`config.mk`:
```
export PLATFORM = sky130hd
export DESIGN_NAME = dcalc_deser_shift
export DESIGN_NICKNAME = d
export VERILOG_FILES = /design/src/rtl/dcalc_test_pkg.sv /design/src/rtl/dcalc_deser_shift.sv
export SDC_FILE = /design/constraint.sdc
export NUM_CORES = 1
export LEC_CHECK = 0
export ABC_CLOCK_PERIOD_IN_PS = 4170
export BUFFER_PORTS_ARGS = -buffer_cell sky130_fd_sc_hd__buf_2
export CORE_AREA = 2 2 39 41
export DETAILED_ROUTE_END_ITERATION = 6
export DIE_AREA = 0 0 41 43
export PLACE_DENSITY_LB_ADDON = 0.08
export REMOVE_ABC_BUFFERS = 1
export SLEW_MARGIN = 20
export SYNTH_ARGS = -nofsm -noshare
export SYNTH_HDL_FRONTEND = slang
export SYNTH_SLANG_ARGS = --single-unit
```
`constraint.sdc`:
```
create_clock -name clk -period 4.17 [get_ports clk]
set_input_delay 0.6255 -clock clk [delete_from_list [all_inputs] [get_ports clk]]
set_output_delay 0.6255 -clock clk [all_outputs]
set_load 0.02 [all_outputs]
```
`src/rtl/dcalc_test_pkg.sv`:
```
// Shared types and constants for the serial deserializer slice.
package dcalc_test_pkg;

    typedef enum logic [1:0] {
        IDLE,
        SHIFT,
        PARITY,
        HOLD
    } state_t;

    localparam int WIDTH_DEF = 8;

endpackage

```
`src/rtl/dcalc_deser_shift.sv`:
```
// Bit-addressed shift register plus bit counter for the deserializer.
module dcalc_deser_shift
    import dcalc_test_pkg::*;
#(
    parameter int WIDTH = WIDTH_DEF,
    parameter int CW    = (WIDTH > 1) ? $clog2(WIDTH) : 1
) (
    input  logic             clk,
    input  logic             rst_n,
    input  logic             clr,
    input  logic             load_en,
    input  logic             din,
    output logic [WIDTH-1:0] data,
    output logic [CW-1:0]    cnt
);

    always_ff @(posedge clk or negedge rst_n) begin
        if (!rst_n) begin
            data <= '0;
            cnt  <= '0;
        end else if (clr) begin
            data <= '0;
            cnt  <= '0;
        end else if (load_en) begin
            data[cnt] <= din;
            // Counter parks on the last index; the FSM leaves SHIFT there.
            if (cnt != CW'(WIDTH - 1))
                cnt <= cnt + CW'(1);
        end
    end

endmodule

```
; ---- Word level (Yosys, flattened, before mapping)
; Index checks and enable logic that the tools add are counted.
[word_totals]
reg_bits = 11
out_inout_bits = 11
wordCells = 18
[classes]
n_addsub = 1
magnitude_cmp = 2
eq_ne = 1
muxes = 8
n_reduce_logical = 4
[ops]
columns = cell, count
row1 = $mux W8, 2
row2 = $mux W3, 3
row3 = $bwmux W8, 1
row4 = $lt A3 B4 Y1 const B, 1
row5 = $reduce_bool A2 Y1, 2
row6 = $add A3 B1 Y3 const B, 1
row7 = $demux W1 S3, 1
row8 = $ge A3 B1 Y1 const B, 1
row9 = $ne A3 B3 Y1 const B, 1
row10 = $reduce_and A2 Y1, 1
row11 = $logic_and A1 B1 Y1, 1
row12 = $mux W1, 1

; ---- Logic depth before layout (Yosys ltp)
[depth]
ltp_word = 7
ltp_mapped = 5
depth_no_buf = 5

; ---- Worst setup path before layout
; OpenSTA, ideal clock, no wires.
[synth_path]
kind = register to register
start = reg cnt[1]
end = reg cnt[2]
setup_ns = 0.132
arrival_time_ns = 1.412
required_time_ns = 4.038
slack_ns = 2.626
path_stages_with_launch = 6
n_path_buf = 0
period_less_slack_ns = 1.544
path_cell_list = dfrtp_1 -> ha_1 -> ha_1 -> and2b_1 -> mux2i_1 -> nor2_1
[synth_between]
elab_chain_cells = 4
word_cells_on_any_way = 7
[synth_rtl]
columns = item, line
row1 = "start, declared", dcalc_deser_shift.sv:14  ; output logic [CW-1:0] cnt
row2 = "start signal, assigned", dcalc_deser_shift.sv:28  ; cnt <= cnt + CW'(1);
row3 = $add A3 B1 Y3, dcalc_deser_shift.sv:28
row4 = $mux W3, dcalc_deser_shift.sv:27  ; if (cnt != CW'(WIDTH - 1))
row5 = $mux W3, dcalc_deser_shift.sv:24  ; end else if (load_en) begin
row6 = $mux W3, dcalc_deser_shift.sv:21  ; end else if (clr) begin
; Parallel ways exist; a longest one is shown, timed or not. The select of a mux whose other input is x is not followed.
; A chain may end at the register's enable or synchronous reset.

; ---- Worst setup path in the final report
[layout_path]
start = reg cnt[0]
end = out cnt[0]
; No word-level cell between the ends.

==> results.txt <==
status: completed
Die H: 43 um
Clk pin slew, worst setup/hold paths: 0.08 ns
setup_tns: 0 ns
synthesized instance count: 47
Post-Route WL: 1107 um
Synth area leaders: dfrtp_1, mux2i_1, nor2_1, and4bb_1, nand4b_1
sequential area share after synthesis: 48.14%
Skew-Pair Late Insertion Delay: 0.27 ns
critical path's top delay family: flip-flops
first-iteration detailed-routing DRC count: 12
Yosys reg bits: 11
H-tree depth: 1
synth warn: 0
largest net degree at the start of global routing: 12
Inserted Clock Buffers: 3
share of cells above drive strength 1: 30.16%
Initial Utilization: 41.32%
total core area: 0.001384 mm^2
CP Data Required Time: 3.54 ns
Leak: 0.3796 nW
min cycle time layout: 1.708 ns
DRC viols: 0
CP Class: reg2out
CP Max Fanout: 11
WP buf/inv: 1
Critical Path Max Stage Delay: 0.57 ns
total power: 0.2204 mW
HPWL Detailed: 770.7 um
cell area after synthesis: 571.8 um^2
global-route wire length before repair: 1863 um
Clock Tree Root: clkbuf_4
mean cell area of the mapped netlist: 12.17 um^2
endpoints failing setup: 0
DP Cell Count: 75
gr usage total: 15.92%
antenna violations before repair: 0
Rows: 14
antenna-violating nets left: 0
via count: 406
max_cap viols: 0
post-synth cell types: 13
Die Area: 0.001763 mm^2
commonest non-fill, non-tap cells in the layout: buf_2, nor2_1, dfrtp_1, mux2i_1
Pwr Density: 327.4 mW/mm^2
total grt overflow: 0
RSZ-0062 raised after global routing: no
post-synth top area share: 48.14%
Worst Skew: 0.01181 ns
vias in the first global route: 398
most common cell after layout, fill and taps aside: buf_2
measured slew at the worst slew-check pin: 0.3733 ns
worst r2r src: cnt[0]$_DFFE_PN0P_
setup bufs post-CTS: 0
TritonCTS clock tree: done
Slew Viols, Final: 0
DR vias/cell: 5.139
filler cell count: 134
routability cong.: 0.6185
CTS sink count: 11
Die X: 41 um
Final period util: 40.97%
Peak VDD IR: 207.0 uV
clk buf depth: 2
IO Pins: 16
WP data arrival: 1.08 ns
Worst Setup End Kind: output port
hold_buf cts: 0
DR WL/cell: 14.01 um
fin nets: 71
PostCTS Resize Cnt: 0
Fmax: 585.3 MHz
# diodes: 0
Final Hold Violating Endpoints: 0
Non-Filler Instances: 79
Setup crit start: cnt[0]$_DFFE_PN0P_
type of the tightest min-delay check: in2async
DR pass1 iterations: 4
P&R area growth vs syn: 17.72%
CP cell instances: buf_2
Startpoint Class: flip-flop
slowest CP cell: dfrtp_1
PortBufs: 15
Synth area leader: dfrtp_1
headroom to the max-slew limit: 75.11%
-- worst paths after layout --
kind	end	slack, ns	cells past startpoint
worst max register to register	cnt[2]$_DFFE_PN0P_	2.58	5
worst min-delay path	cnt[2]$_DFFE_PN0P_	0.22	1
worst min register to register	data[2]$_DFFE_PN0P_	0.52	2
min in group clk	data[2]$_DFFE_PN0P_	0.52	2
worst max-delay path	cnt[0]	2.46	1
max in group asynchronous	data[7]$_DFFE_PN0P_	3.73	1
-- flip-flops by register name (all words and copies together), names as in the netlist --
| register | flops |
|---|---|
| data | 8 |
| cnt | 3 |
-- stage by stage --
| step | setup slack, ns | utilization (%) | cell area, um^2 | hold slack [ns] |
|---|---|---|---|---|
| 2_1_floorplan | 2.611 | - | 551.8 | 0.3299 |
| 3_3_place_gp | 2.631 | 46.75 | 646.9 | 0.4980 |
| 3_5_place_dp | 2.578 | 46.75 | 646.9 | 0.5122 |
| 4_1_cts | 2.463 | 48.64 | 673.1 | 0.2176 |
| 5_1_grt | 2.399 | 48.64 | 673.1 | 0.2192 |
| 6_report | 2.462 | 48.64 | 673.1 | 0.2152 |
-- power by group --
part	internal [mW]	switching (mW)
logic	0.0136	0.0168
clock network	0.0370	0.0357
registers	0.110	0.00720
-- cell families (layout without fill, tap and decap cells) --
logic type | count (synthesis) | after routing | share of synthesized area (%)
xor+xnor | 1 | 1 | 1.532
fa+ha+maj | 2 | 2 | 4.376
buf+inv | 3 | 19 | 3.499
flops | 11 | 11 | 48.14
mux | 10 | 10 | 17.51
simple gates | 20 | 20 | 24.95
-- routing by layer --
layer / GRT usage, % / wire length (um) / up-vias
met5: 0 / 0 / -
met4: 6.000 / 0 / 0
met3: 5.236 / 69 / 0
met2: 19.69 / 480 / 12
met1: 25.08 / 556 / 194
li1: - / - / 200
-- final cells by class --
cell class | count | area, um^2 | share of cell area [%]
clock buffer | 4 | 26.28 | 3.903
timing repair buffer | 15 | 75.07 | 11.15
multi-input combinational | 33 | 276.5 | 41.08
tap | 16 | 20.02 | 2.974
sequential | 11 | 275.3 | 40.89
-- Yosys cell counts --
library cell,n
mux2i_1,10
xnor2_1,1
nand4_1,1
nor4b_4,1
nor2_1,11
clkbuf_1,1
nand4b_1,3
buf_2,1
ha_1,2
buf_6,1
and4bb_1,3
dfrtp_1,11
and2b_1,1
Power figures use the tool's default switching activity.
